--- config.mk ---
export PLATFORM = sky130hd
export DESIGN_NAME = jtframe_ram_arb
export DESIGN_NICKNAME = d
export VERILOG_FILES = /design/src/rtl/jtframe_ram_arb.sv
export SDC_FILE = /design/constraint.sdc
export NUM_CORES = 1
export LEC_CHECK = 0
export ABC_AREA = 0
export BUFFER_PORTS_ARGS = -buffer_cell sky130_fd_sc_hd__buf_2
export CORE_MARGIN = 2
export CORE_UTILIZATION = 50
export CTS_CLUSTER_SIZE = 24
export DETAILED_ROUTE_END_ITERATION = 8
export PLACE_DENSITY = 0.83
export SLEW_MARGIN = 20
export SYNTH_ARGS = -nofsm -noshare
export SYNTH_HDL_FRONTEND = slang
export SYNTH_SLANG_ARGS = --single-unit
export TNS_END_PERCENT = 30
--- constraint.sdc ---
create_clock -name clk -period 2.5 [get_ports clk]
set_input_delay 0.125 -clock clk [delete_from_list [all_inputs] [get_ports clk]]
set_output_delay 0.125 -clock clk [all_outputs]
set_load 0.005 [all_outputs]
--- src/rtl/jtframe_ram_arb.sv ---
// Round-robin arbiter sharing one registered-read RAM port among three req/ok clients.
// Define JTFRAME_RAM_ARB_FIXPRIO_EN for fixed priority req0 > req1 > req2.
module jtframe_ram_arb #(
    parameter int DW = 8,
    parameter int AW = 10
) (
    input  logic          clk,
    input  logic          rst_n,
    input  logic          req0,
    input  logic          req1,
    input  logic          req2,
    input  logic          we0,
    input  logic          we1,
    input  logic          we2,
    input  logic [AW-1:0] addr0,
    input  logic [AW-1:0] addr1,
    input  logic [AW-1:0] addr2,
    input  logic [DW-1:0] din0,
    input  logic [DW-1:0] din1,
    input  logic [DW-1:0] din2,
    output logic [DW-1:0] dout0,
    output logic [DW-1:0] dout1,
    output logic [DW-1:0] dout2,
    output logic          ok0,
    output logic          ok1,
    output logic          ok2,
    output logic          busy,
    output logic [AW-1:0] ram_addr,
    output logic [DW-1:0] ram_din,
    output logic          ram_we,
    input  logic [DW-1:0] ram_q
);

    typedef enum logic [1:0] {S_IDLE, S_ACCESS, S_LATCH} state_t;

    state_t        r_state, w_state_nx;
    logic [1:0]    r_grant, w_grant_nx;
    logic [2:0]    r_ok, w_ok_nx;
    logic [AW-1:0] r_ram_addr, w_ram_addr_nx;
    logic [DW-1:0] r_ram_din, w_ram_din_nx;
    logic          r_ram_we, w_ram_we_nx;
    logic [DW-1:0] r_dout0, r_dout1, r_dout2;
    logic [DW-1:0] w_dout0_nx, w_dout1_nx, w_dout2_nx;
    logic [2:0]    w_req_v;
    logic [2:0]    w_pick;
    logic          w_win;
    logic [1:0]    w_win_idx;
    logic [AW-1:0] w_sel_addr;
    logic [DW-1:0] w_sel_din;
    logic          w_sel_we;
`ifndef JTFRAME_RAM_ARB_FIXPRIO_EN
    logic [1:0]    r_last, w_last_nx;
`endif

    // Returns {win, index} for the first set bit of v in the order p0, p1, p2.
    function automatic logic [2:0] f_pick(input logic [2:0] v, input logic [1:0] p0,
                                          input logic [1:0] p1, input logic [1:0] p2);
        if (v[p0])      return {1'b1, p0};
        else if (v[p1]) return {1'b1, p1};
        else if (v[p2]) return {1'b1, p2};
        else            return 3'b000;
    endfunction

    // A client completing this cycle may not be re-granted in the same cycle.
    assign w_req_v = {req2, req1, req0} & ~r_ok;

    always_comb begin
`ifdef JTFRAME_RAM_ARB_FIXPRIO_EN
        w_pick = f_pick(w_req_v, 2'd0, 2'd1, 2'd2);
`else
        case (r_last)
            2'd0:    w_pick = f_pick(w_req_v, 2'd1, 2'd2, 2'd0);
            2'd1:    w_pick = f_pick(w_req_v, 2'd2, 2'd0, 2'd1);
            default: w_pick = f_pick(w_req_v, 2'd0, 2'd1, 2'd2);
        endcase
`endif
    end

    assign w_win     = w_pick[2];
    assign w_win_idx = w_pick[1:0];

    always_comb begin
        case (w_win_idx)
            2'd0:    begin w_sel_addr = addr0; w_sel_din = din0; w_sel_we = we0; end
            2'd1:    begin w_sel_addr = addr1; w_sel_din = din1; w_sel_we = we1; end
            default: begin w_sel_addr = addr2; w_sel_din = din2; w_sel_we = we2; end
        endcase
    end

    always_comb begin
        w_state_nx    = r_state;
        w_grant_nx    = r_grant;
        w_ok_nx       = 3'b000;
        w_ram_addr_nx = r_ram_addr;
        w_ram_din_nx  = r_ram_din;
        w_ram_we_nx   = 1'b0;
        w_dout0_nx    = r_dout0;
        w_dout1_nx    = r_dout1;
        w_dout2_nx    = r_dout2;
`ifndef JTFRAME_RAM_ARB_FIXPRIO_EN
        w_last_nx     = r_last;
`endif
        case (r_state)
            S_IDLE: begin
                if (w_win) begin
                    w_ram_addr_nx = w_sel_addr;
                    w_ram_din_nx  = w_sel_din;
                    w_ram_we_nx   = w_sel_we;
                    w_grant_nx    = w_win_idx;
`ifndef JTFRAME_RAM_ARB_FIXPRIO_EN
                    w_last_nx     = w_win_idx;
`endif
                    w_state_nx    = S_ACCESS;
                end
            end
            S_ACCESS: begin
                // Writes complete here; reads need one more cycle for ram_q.
                if (r_ram_we) begin
                    case (r_grant)
                        2'd0:    w_ok_nx = 3'b001;
                        2'd1:    w_ok_nx = 3'b010;
                        default: w_ok_nx = 3'b100;
                    endcase
                    w_state_nx = S_IDLE;
                end else begin
                    w_state_nx = S_LATCH;
                end
            end
            S_LATCH: begin
                case (r_grant)
                    2'd0:    begin w_dout0_nx = ram_q; w_ok_nx = 3'b001; end
                    2'd1:    begin w_dout1_nx = ram_q; w_ok_nx = 3'b010; end
                    default: begin w_dout2_nx = ram_q; w_ok_nx = 3'b100; end
                endcase
                w_state_nx = S_IDLE;
            end
            default: w_state_nx = S_IDLE;
        endcase
    end

    always_ff @(posedge clk or negedge rst_n) begin
        if (!rst_n) begin
            r_state    <= S_IDLE;
            r_grant    <= 2'd0;
            r_ok       <= 3'b000;
            r_ram_addr <= '0;
            r_ram_din  <= '0;
            r_ram_we   <= 1'b0;
            r_dout0    <= '0;
            r_dout1    <= '0;
            r_dout2    <= '0;
`ifndef JTFRAME_RAM_ARB_FIXPRIO_EN
            r_last     <= 2'd2;
`endif
        end else begin
            r_state    <= w_state_nx;
            r_grant    <= w_grant_nx;
            r_ok       <= w_ok_nx;
            r_ram_addr <= w_ram_addr_nx;
            r_ram_din  <= w_ram_din_nx;
            r_ram_we   <= w_ram_we_nx;
            r_dout0    <= w_dout0_nx;
            r_dout1    <= w_dout1_nx;
            r_dout2    <= w_dout2_nx;
`ifndef JTFRAME_RAM_ARB_FIXPRIO_EN
            r_last     <= w_last_nx;
`endif
        end
    end

    assign ok0      = r_ok[0];
    assign ok1      = r_ok[1];
    assign ok2      = r_ok[2];
    assign dout0    = r_dout0;
    assign dout1    = r_dout1;
    assign dout2    = r_dout2;
    assign ram_addr = r_ram_addr;
    assign ram_din  = r_ram_din;
    assign ram_we   = r_ram_we;
    assign busy     = (r_state != S_IDLE);

endmodule

* Word-level counts from Yosys, hierarchy flattened
Cells that the tools add are included.
Cells by class: eq/ne operators 6, mux-type cells 21, bitwise gates (word level) 3, reduce and logical (&&, ||, !) cells 10
Operator list (count):
- two-way mux 3 bit | 10
- one-hot mux 10 bit (2 select lines) | 1
- one-hot mux 3 bit (2 select lines) | 3
- one-hot mux 8 bit (2 select lines) | 1
- equality test 2 x 1 -> 1 bit (second input constant) | 4
- zero test 2 bit | 4
- AND reduction 2 bit | 4
- two-way mux 2 bit | 2
- one-hot mux 2 bit (2 select lines) | 1
- bitwise AND 3 bit | 1
- NOT 3 bit | 1
- equality test 2 bit (second input constant) | 1
- two-way mux 1 bit | 2
- inequality test 2 bit (second input constant) | 1
- one-hot mux 1 bit (2 select lines) | 1
- nonzero test 2 bit | 1
- OR reduction 2 bit | 1
- NOT 1 bit | 1
Word-level totals: flip-flop bits (word level) 52, input bits 70, output and inout port bits 47, word-level logic and storage cells 50

* Depth between registers and ports, before layout
Gate-level depths: netlist of the first run.
depth in word-level cells 10, mapped depth 7, gate-level depth less buffers 5

* Least setup slack after synthesis of the first run
Ideal clock, no wire load.
path type register -> register, start point register r_grant[0] (netlist name), end point register r_ram_addr[2], in the netlist ram_addr[2], setup time 0.067 ns, data arrival time 1.587 ns, data required time 2.433 ns, slack 0.846 ns, cell stages (with the launch flop) 7, cell sequence dfrtp_1 buf_6 or3b_1 and2_4 buf_6 a211oi_4 a221o_1
RTL lines:
- to (signal assigned) | RTL line 159 | r_ram_addr <= w_ram_addr_nx;
- to (decl) | RTL line 39 | logic [AW-1:0] r_ram_addr, w_ram_addr_nx;

* Worst setup path after layout of the first run
start point register r_ok[1], end point register r_ram_din[5], in the netlist ram_din[5]
Between the ends: cells in the longest elaborated chain, start to end 8, elaborated cells between the ends (all ways) 13
Ends and longest elaborated chain:
- from (decl) | RTL line 38 | logic [2:0] r_ok, w_ok_nx;
- from (signal assigned) | RTL line 158 | r_ok <= w_ok_nx;
- NOT 3 bit (*) | RTL line 65 | assign w_req_v = {req2, req1, req0} & ~r_ok;
- bitwise AND 3 bit (*) | RTL line 65
- two-way mux 3 bit | RTL line 60 | else if (v[p2]) return {1'b1, p2};
- two-way mux 3 bit | RTL line 59 | else if (v[p1]) return {1'b1, p1};
- two-way mux 3 bit | RTL line 58 | if (v[p0]) return {1'b1, p0};
- one-hot mux 3 bit (2 select lines) (*) | RTL line 71 | case (r_last)
- equality test 2 x 1 -> 1 bit or zero test 2 bit (tied branches) | RTL line 83 | case (w_win_idx)
- one-hot mux 8 bit (2 select lines) | RTL line 83
- to (signal assigned) | RTL line 160 | r_ram_din <= w_ram_din_nx;
- to (decl) | RTL line 40 | logic [DW-1:0] r_ram_din, w_ram_din_nx;
Mark *: on every way between the ends. The rest lies on a longest branch, timed or not. A chain may end at the register's enable or synchronous reset.

==> results.md, run 1 <==
- Status: complete, no violations
- H-Tree Depth: 2
- Switching Power: 1386 uW
- CP max FO: 12
- Logic pwr share: 0.448
- Final hold vios: 0
- EDFF count, synth: 0
- Die X-Extent: 74.41 um
- Syn Nets: 291
- Sequential power share: 0.377
- Switching share of power: 0.3574
- Core area: 4755 um2
- Num rows: 25
- DIE AREA: 5536 um2
- Fraction of registers with async set/reset: 1.000
- Post-route ant nets: 0
- Period minus WS final: 2.079 ns
- CTS buffer count: 5
- Setup violators final: 0
- Commonest cells after routing, fill and taps aside: buf_2 (116), dfrtp_1 (50), mux2_2 (24)
- Slew @ Worst Pin: 0.8867 ns
- Slew Limit Fails: 0
- Max_cap viols: 0
- Synth Flop Type: dfrtp_1
- Unique masters post-synth: 37
- Synthesized flop and latch total: 51
- Clock Power Share: 0.176
- Yosys Warn Count: 0
- Peak Freq: 481.0 MHz
- PwrDens: 1191 nW/um2
- Resized Gates After CTS: 0
- Clk pin slew, worst setup/hold paths: 0.09 ns
- Period utilisation layout: 0.8316
- Pin count of the biggest net entering global routing: 31
- Via-to-Cell Ratio: 5.515
- Relative slew slack: 0.4043
- CTS tree: yes
- Final core utilization: 0.6847
- Mean area per synthesized cell: 11.37 um2
- Fin Hold WS: 0.04409 ns
- Crit end category: register
- Synth area leader: dfrtp_1
- Vias in the first global route: 2055
- CP Launch Type: register
- GRT Residual Overflow: 0
- Worst vdd rail ir drop: 717.4 uV
- Fill cell count: 393
- Worst Path Arrival: 2.32 ns
- P&R area growth vs syn: 31.35%
- HPWL after detailed placement: 4.707 mm
- Power, Total: 3878 uW
- Clock Path Buffers: 2
- Vias: 2217
- Min-delay worst type: input port to register
- Multi-input logic area: 1089 um2
- Starting density of the core: 0.5213
- Clk_skew: 0.009601 ns
- Antenna Cells: 0
- Layout cells sized above 1: 0.4836
- Final Wtd Congestion: 0.8207
- Commonest non-fill, non-tap cell in the layout: buf_2
- Port buffer count: 116
- Top cell type's share of synthesized area: 0.5048
- Critical path required time: 2.74 ns
- Int Pwr: 2492 uW
- Antenna violations before repair: 0
- Leakage: 0.001565 uW
- DRC viols: 0
- Global-route usage over all layers: 0.2291
- Final WL: 6.369 mm
- Top post-synthesis cells by area: dfrtp_1 (50%), mux2_2 (11%), o211ai_1 (4.5%), a31oi_1 (3.3%), a21oi_1 (3.2%)
- RSZ-0062 raised after global routing: no
- Pre-antenna DRT Iters: 4
- Mapped Cells: 218
- CTS root buf: clkbuf_8
- Nets: 407
- Total Neg Setup Slack: 0 ns
- CTS sink count: 51
- Drt wl/cell: 15.84 um
- Total I/O pin count: 117
- Worst skew pair latency: 0.31 ns
- Seq/Total Area, Yosys: 0.5154
- FF+latch area: 1277 um2
- Initial DRC count: 131
- Die Ht: 74.41 um
- Synthesized cell area: 2479 um2
- Setup CP Type: register to register
- First-pass GRT wire length: 9.660 mm
==> per-stage QoR <==
| step | setup WS (ns) | instances | cell area [um2] |
|---|---|---|---|
| 2_1_floorplan | 0.8460 | 218 | 2479 |
| 3_3_place_gp | 0.4650 | 392 | 3102 |
| 3_5_place_dp | 0.4298 | 392 | 3102 |
| 4_1_cts | 0.4033 | 401 | 3248 |
| 5_1_grt | 0.2191 | 402 | 3256 |
| 6_report | 0.4209 | 402 | 3256 |
==> what timing repair did <==
action,CTS,global route
endpoints found under the hold margin,28,0
hold buffers,1,0
setup buffers,0,0
==> logic make-up after synthesis <==
family                   share of synthesized area
flip-flops                                  0.5154
buffers and inverters                      0.04543
adder cells (fa/ha/maj)                    0.01515
AO/OA/AOI/OAI                               0.1974
AND/OR/NAND/NOR                            0.09742
multiplexers                                0.1292
==> critical path, stage by stage, from the launching register on <==
cell,delay [ns]
dfrtp_1,0.40
and2b_1,0.35
o21a_1,0.26
nor3_1,0.72
a221o_1,0.29
==> per-layer routing <==
metal / vias to the layer above / part of all wire / track usage
met2: 109 / 0.48 / 0.3727
met1: 1055 / 0.43 / 0.3078
met3: 11 / 0.084 / 0.05420
met4: 0 / 0.013 / 0.06746
met5: - / 0 / 0
li1: 1042 / - / -
==> flip-flops by register name, indices dropped and copies added, names as in the netlist, 2 cells and up <==
signal,cells
r_state,2
r_grant,2
dout1,8
ram_addr,10
ram_din,8
dout0,8
r_ok,3
dout2,8
==> path summary, 6_finish.rpt <==
| path | from | end | slack, ns | depth (start not counted) |
|---|---|---|---|---|
| worst max-delay path | r_ok[1]$_DFF_PN0_ | ram_din[5]$_DFFE_PN0P_ | 0.42 | 4 |
| worst min-delay path | din0[2] | ram_din[2]$_DFFE_PN0P_ | 0.04 | 2 |
| worst max register to register | r_ok[1]$_DFF_PN0_ | ram_din[5]$_DFFE_PN0P_ | 0.42 | 4 |
| worst min register to register | dout1[7]$_DFFE_PN0P_ | dout1[7]$_DFFE_PN0P_ | 0.51 | 1 |
| max in group asynchronous | rst_n | dout2[2]$_DFFE_PN0P_ | 1.37 | 3 |
| min in group asynchronous | rst_n | r_grant[1]$_DFFE_PN0P_ | 0.39 | 2 |
==> synth_stat cells, types with 2 or more instances <==
master      n
nand2_1     4
nor2_1     15
a21o_1      3
a221o_1     5
nor3_1      3
o211ai_1   15
buf_6       2
a31oi_1    13
mux2_2     24
clkbuf_1    5
and2b_1     2
buf_2       6
mux2i_1     5
inv_1       9
o2111ai_1   5
a21oi_1    16
dfrtp_1    50
nand3_1    14
ha_1        3
nand2b_1    2
==> power groups by stage <==
stage | registers, uW | clock network, uW | logic (uW)
after global placement | 1450 | 0 | 1690
after detailed placement | 1470 | 0 | 1740
after CTS | 1460 | 691 | 1750
after global routing | 1510 | 718 | 1940
final | 1460 | 681 | 1740
after floorplan | 1470 | 0 | 1080
==> layout make-up <==
type | count | share of cell area
Clock buffer | 5 | 0.02114
Clock inverter | 3 | 0.02075
Inverter | 9 | 0.01038
Multi-Input combinational cell | 144 | 0.3344
Sequential cell | 51 | 0.3924
Tap cell | 67 | 0.02575
Timing Repair Buffer | 123 | 0.1952
Note: power is estimated with default switching activity, not from simulation.
==> run 2: changes to the inputs <==
Settings changed: ABC_AREA 0 to 1, CORE_UTILIZATION 50 to 42, PLACE_DENSITY 0.83 to 0.74.
Clock period 2.5 ns to 1.8 ns, I/O delays scaled along.
==> results.md, run 2 <==
- Slew @ Worst Pin: 0.6430 ns (-0.2437 ns)
- Initial DRC count: 87 (-34%)
- Layout cells sized above 1: 0.3407 (-0.1429)
- Peak Freq: 602.4 MHz (+25%)
- Unique masters post-synth: 25 (-32%)
- Pre-antenna DRT Iters: 4 (unchanged)
- Status: complete, no violations
- RSZ-0062 raised after global routing: yes
- DIE AREA: 6782 um2 (+23%)
- PwrDens: 1600 nW/um2 (+34%)
- Top cell type's share of synthesized area: 0.4852 (-0.01959)
- Antenna Cells: 0 (unchanged)
- Synthesized flop and latch total: 51 (unchanged)
- Antenna violations before repair: 0 (unchanged)
- Vias in the first global route: 2253 (+9.6%)
- EDFF count, synth: 0 (unchanged)
- Period utilisation layout: 0.9222 (+0.09062)
- Setup violators final: 0 (unchanged)
- P&R area growth vs syn: 30.13%
- Period minus WS final: 1.660 ns (-0.4190 ns)
- Worst path slowest cell: dfrtp_1
- Min-delay worst type: input port to register
- Final hold vios: 0 (unchanged)
- Crit path cell chain: inv_1 -> ha_1 -> nand2_2 -> inv_2 -> nand2_1 -> inv_1 -> nand3_1 -> nand2_1 -> inv_1
- Synthesized cell area: 2579 um2 (+4.0%)
- Relative slew slack: 0.5714 (+0.1670)
- Synth cell count leaders: nand2_1 (93), dfrtp_1 (50), inv_1 (42)
- Seq/Total Area, Yosys: 0.4954 (-0.02001)
- Worst Path Arrival: 1.87 ns (-0.45 ns)
- Fill cell count: 550 (+40%)
- Nets: 524 (+29%)
- Total Neg Setup Slack: 0 ns (unchanged)
- Worst vdd rail ir drop: 960.3 uV (+34%)
- Slowest stage delay, CP: 0.40 ns (-0.32 ns)
- First-pass GRT wire length: 10.36 mm (+7.3%)
- Setup CP Type: register to register
- Port buffer count: 116 (unchanged)
- Commonest cells after routing, fill and taps aside: buf_2 (116), nand2_1 (93), dfrtp_1 (50)
- Critical path required time: 2.01 ns (-0.73 ns)
- Area after DPL: 3226 um2 (+4.0%)
- Mean area per synthesized cell: 7.767 um2 (-32%)
- Crit end category: register
- Final Wtd Congestion: 0.7789 (-5.1%)
- Yosys Warn Count: 0 (unchanged)
- Max reg flops: 10 (unchanged)
- Slew Limit Fails: 0 (unchanged)
- Leakage: 0.001919 uW (+23%)
- Syn Nets: 405 (+39%)
- Die X-Extent: 82.36 um (+11%)
- Core area: 5921 um2 (+25%)
- CP Launch Type: register
- Fin cells: 527 (+31%)
- Final WL: 6.647 mm (+4.4%)
- Drt wl/cell: 12.61 um (-20%)
- Mapped Cells: 332 (+52%)
- CTS tree: yes
- Most frequent cell after synthesis: nand2_1
- Post-route ant nets: 0 (unchanged)
- Die Ht: 82.36 um (+11%)
- Global-route usage over all layers: 0.1993 (-0.02978)
- CP bufs+invs: 4 (+4)
- Synth Flop Type: dfrtp_1
- CTS buffer count: 5 (unchanged)
- CP max FO: 35 (+23)
- Worst skew pair latency: 0.31 ns (about the same)
- Most used cell, CP: inv_1
- Clk pin slew, worst setup/hold paths: 0.10 ns (about the same)
- Post-route cell area: 3356 um2 (+3.1%)
- Pin count of the biggest net entering global routing: 52 (+68%)
- Synth area leader: dfrtp_1
- CTS sink count: 51 (unchanged)
- Clk_skew: 0.007424 ns (-0.002177 ns)
- DRC viols: 0 (unchanged)
- Vias: 2509 (+13%)
- Clock Path Buffers: 2 (unchanged)
- Top post-synthesis cells by area: dfrtp_1 (49%), nand2_1 (14%), nand3_1 (8.0%), inv_1 (6.1%), o21ai_0 (5.8%)
- Total I/O pin count: 117 (unchanged)
- Max_cap viols: 0 (unchanged)
- GRT Residual Overflow: 0 (unchanged)
- Delay-heaviest family, CP: buffers and inverters
- Starting density of the core: 0.4355 (-0.08577)
- Via-to-Cell Ratio: 4.761 (-14%)
- Commonest non-fill, non-tap cell in the layout: buf_2
- HPWL after detailed placement: 4.992 mm (+6.1%)
- Num rows: 28 (+12%)
- Fin Hold WS: 0.03986 ns (-0.004237 ns)
- Setup Buffers After CTS: 0 (unchanged)
- CTS root buf: clkbuf_8
- H-Tree Depth: 2 (unchanged)
- Fraction of registers with async set/reset: 1.000 (unchanged)
- # placed instances: 518 (+32%)
## run 2: changes by cell type in the layout (fill, tap and decap cells not counted), sizes merged, moves of 14 or more
cell / delta
o211ai: -15
nand3: +28
nor2: +14
mux2: -24
nand2: +94
o21ai: +28
inv: +38
## run 2: per-layer routing
metal,share of wire,global-route usage,vias up
met3,0.070,0.03587,7
li1,-,-,1271
met4,0.0099,0.05500,0
met5,0,0,-
met2,0.47,0.3331,83
met1,0.45,0.2662,1148
## run 2: area by class of cell
class | instances | area [um2] | area share
tap | 75 | 93.84 | 0.02796
sequential | 51 | 1277 | 0.3807
clock buffer | 5 | 68.82 | 0.02051
inverter | 47 | 176.4 | 0.05257
timing repair buffer | 125 | 650.6 | 0.1939
clock inverter | 3 | 46.29 | 0.01380
multi-input combinational | 221 | 1042 | 0.3106
## run 2: final timing paths
kind,startpoint,endpoint,slack [ns],depth (start not counted)
setup / recovery,r_state[0]$_DFFE_PN0P_,ram_addr[9]$_DFFE_PN0P_,0.14,9
setup reg to reg,r_state[0]$_DFFE_PN0P_,ram_addr[9]$_DFFE_PN0P_,0.14,9
hold / removal,addr0[4],ram_addr[4]$_DFFE_PN0P_,0.04,3
max in group asynchronous,rst_n,ram_din[1]$_DFFE_PN0P_,0.95,3
hold reg to reg,dout1[6]$_DFFE_PN0P_,dout1[6]$_DFFE_PN0P_,0.49,2
min in group asynchronous,rst_n,dout1[1]$_DFFE_PN0P_,0.42,3
## run 2: cell families after synthesis
family / share of synthesized area
AND/OR/NAND/NOR: 0.3057
flip-flops: 0.4954
buffers and inverters: 0.1024
AO/OA/AOI/OAI: 0.08200
adder cells (fa/ha/maj): 0.01456
## run 2: repair_timing
item                                   4_1_cts  5_1_grt
endpoints found under the hold margin       50        0
hold buffers                                 1        0
setup endpoints to repair                    0        3
resized for setup                            0        1
## run 2: report_power, final
part | leakage (uW) | switching, uW | internal, uW | total, uW
Clock | 0.0000548 | 400 | 419 | 819
Combinational | 0.00125 | 1470 | 1060 | 2530
Sequential | 0.000611 | 311 | 1710 | 2020
Total | 0.00192 | 2180 | 3190 | 5370
## run 2: tightest hold or removal path, cell delays in order
cell     delay [ns]
buf_2          0.09
nand3_1        0.07
a21oi_1        0.06
## run 2: per-stage QoR
step                      total power (uW)  utilization  worst slack (ns)
after floorplan                       3616            -            0.4653
after global placement                4471       0.5448            0.2742
after detailed placement              4590       0.5448            0.1431
after CTS                             5407       0.5659            0.1326
after global routing                  5870       0.5668         -0.001995
final                                 5370       0.5668            0.1400
==> run 3: changes to the inputs <==
Settings changed: ABC_AREA 1 to unset.
==> results.md, run 3 (synthesis gave the netlist of run 1 again) <==
- CTS buffer count: 5 (unchanged)
- First-pass GRT wire length: 10.32 mm (-0.40%)
- Drt wl/cell: 15.58 um (+24%)
- Clock Path Buffers: 2 (unchanged)
- Layout cells sized above 1: 0.5058 (+0.1651)
- Post-route cell area: 3303 um2 (-1.6%)
- Final Wtd Congestion: 0.7875 (+1.1%)
- Initial DRC count: 98 (+13%)
- Die X-Extent: 80.82 um (-1.9%)
- R2R depth: 5 (-4)
- P&R area growth vs syn: 33.27%
- Register-to-register setup slack: 0.11 ns (-0.03 ns)
- Starting density of the core: 0.4420 (+0.006445)
- PwrDens: 1588 nW/um2 (-0.76%)
- Setup violators final: 0 (unchanged)
- Antenna Cells: 0 (unchanged)
- CP Launch Type: register
- Period utilisation layout: 0.9391 (+0.01684)
- Max reg flops: 10 (unchanged)
- Min-delay worst type: input port to register
- DRC viols: 0 (unchanged)
- DIE AREA: 6532 um2 (-3.7%)
- Max_cap viols: 0 (unchanged)
- CTS tree: yes
- R2R Path Start: r_ok[2]$_DFF_PN0_
- Worst setup endpoint: ram_din[2]$_DFFE_PN0P_
- Antenna violations before repair: 0 (unchanged)
- Slew Limit Fails: 0 (unchanged)
- Multi-input logic area: 1095 um2 (+5.0%)
- Critical path required time: 1.99 ns (-0.02 ns)
- Setup CP Type: register to register
- Slew @ Worst Pin: 0.4374 ns (-0.2055 ns)
- Fin cells: 418 (-21%)
- RSZ-0062 raised after global routing: no
- Reg2reg end: ram_din[2]$_DFFE_PN0P_
- Crit end category: register
- H-Tree Depth: 2 (unchanged)
- Port buffer count: 116 (unchanged)
- Setup Buffers After CTS: 0 (unchanged)
- Via-to-Cell Ratio: 5.356 (+13%)
- HPWL after detailed placement: 4.982 mm (-0.20%)
- Critical Path Start: r_ok[2]$_DFF_PN0_
- Nets: 418 (-20%)
- Final hold vios: 0 (unchanged)
- Worst skew pair latency: 0.30 ns (about the same)
- Global-route usage over all layers: 0.2028 (+0.003490)
- Total Neg Setup Slack: 0 ns (unchanged)
- Pin count of the biggest net entering global routing: 23 (-56%)
- Worst vdd rail ir drop: 878.8 uV (-8.5%)
- Worst hold start: din2[5]
- Total I/O pin count: 117 (unchanged)
- Die Ht: 80.82 um (-1.9%)
- Period minus WS final: 1.690 ns (+0.03031 ns)
- Relative slew slack: 0.7076 (+0.1362)
- Commonest non-fill, non-tap cell in the layout: buf_2
- Post-route ant nets: 0 (unchanged)
- CTS root buf: clkbuf_8
- FF+latch area: 1277 um2 (unchanged)
- Vias: 2239 (-11%)
- Leakage: 0.001596 uW (-17%)
- Clk_skew: 0.004296 ns (-0.003128 ns)
- Num rows: 27 (-3.6%)
- CTS sink count: 51 (unchanged)
- Fill cell count: 499 (-9.3%)
- Commonest cells after routing, fill and taps aside: buf_2 (116), dfrtp_1 (50), mux2_2 (24)
- Peak Freq: 591.6 MHz (-1.8%)
- Area after DPL: 3198 um2 (-0.85%)
- Vias in the first global route: 2200 (-2.4%)
- Clk pin slew, worst setup/hold paths: 0.10 ns (about the same)
- Status: complete, no violations
- # placed instances: 409 (-21%)
- Worst Path Arrival: 1.88 ns (about the same)
- Core area: 5608 um2 (-5.3%)
- CP max FO: 15 (-57%)
- Final WL: 6.513 mm (-2.0%)
- Pre-antenna DRT Iters: 4 (unchanged)
- GRT Residual Overflow: 0 (unchanged)
-- run 3: cell count changes in the layout (fill, tap and decap cells not counted), sizes merged, moves of 6 or more --
| cell | previous run | this run |
|---|---|---|
| o211ai | 0 | 15 |
| a31oi | 0 | 13 |
| nor2 | 29 | 15 |
| buf | 124 | 133 |
| nand2 | 98 | 4 |
| o21ai | 30 | 2 |
| a21oi | 10 | 16 |
| mux2 | 0 | 24 |
| nand3 | 42 | 14 |
| inv | 47 | 10 |
-- run 3: per-stage QoR --
step	setup slack (ns)	util	power (uW)	hold slack [ns]
3_5_place_dp	0.1082	0.5703	4595	0.01258
5_1_grt	0.01499	0.5890	5686	0.01134
4_1_cts	0.08031	0.5879	5291	0.005007
2_1_floorplan	0.1460	-	3540	-0.2056
3_3_place_gp	0.1515	0.5703	4516	0.003347
6_report	0.1096	0.5890	5246	0.01043
-- run 3: area by class of cell --
cell class                 instances  area share
sequential                        51      0.3867
multi-input combinational        144      0.3314
timing repair buffer             134      0.2174
tap                               72     0.02727
clock buffer                       6     0.02197
inverter                           9     0.01023
clock inverter                     2    0.004924
-- run 3: power by group --
part | total (uW) | switching, uW | internal, uW
Combinational | 2550 | 1250 | 1300
Clock | 672 | 392 | 280
Sequential | 2020 | 311 | 1710
Total | 5250 | 1960 | 3290
-- run 3: how the worst min path moves through the flow --
| stage | end | slack [ns] | depth (start not counted) |
|---|---|---|---|
| floorplan | dout0[0]$_DFFE_PN0P_ | -0.21 | 0 |
| global placement | ram_din[2]$_DFFE_PN0P_ | 0.003 | 1 |
| CTS | ram_din[5]$_DFFE_PN0P_ | 0.005 | 2 |
| finish | ram_din[5]$_DFFE_PN0P_ | 0.01 | 2 |
| global route | ram_din[5]$_DFFE_PN0P_ | 0.01 | 2 |
| detailed placement | ram_din[5]$_DFFE_PN0P_ | 0.01 | 1 |
-- run 3: layer usage --
metal,share of wire,up-vias,track usage,routed length (um)
met5,0,-,0,0
met4,0.0048,0,0.04576,31
met3,0.098,4,0.05222,640
met2,0.48,108,0.3512,3094
met1,0.42,1060,0.2546,2747
li1,-,1067,-,-
-- run 3: what timing repair did --
item	in CTS	in global routing
hold buffers	1	0
endpoints found under the setup margin	0	17
resized for setup	0	3
hold endpoints to repair	13	0
-- run 3: worst max-delay path, cell delays in order (launching register included) --
cell	delay (ns)
dfrtp_1	0.37
and2b_1	0.26
o31a_1	0.33
buf_4	0.21
mux2i_1	0.13
a221o_1	0.28
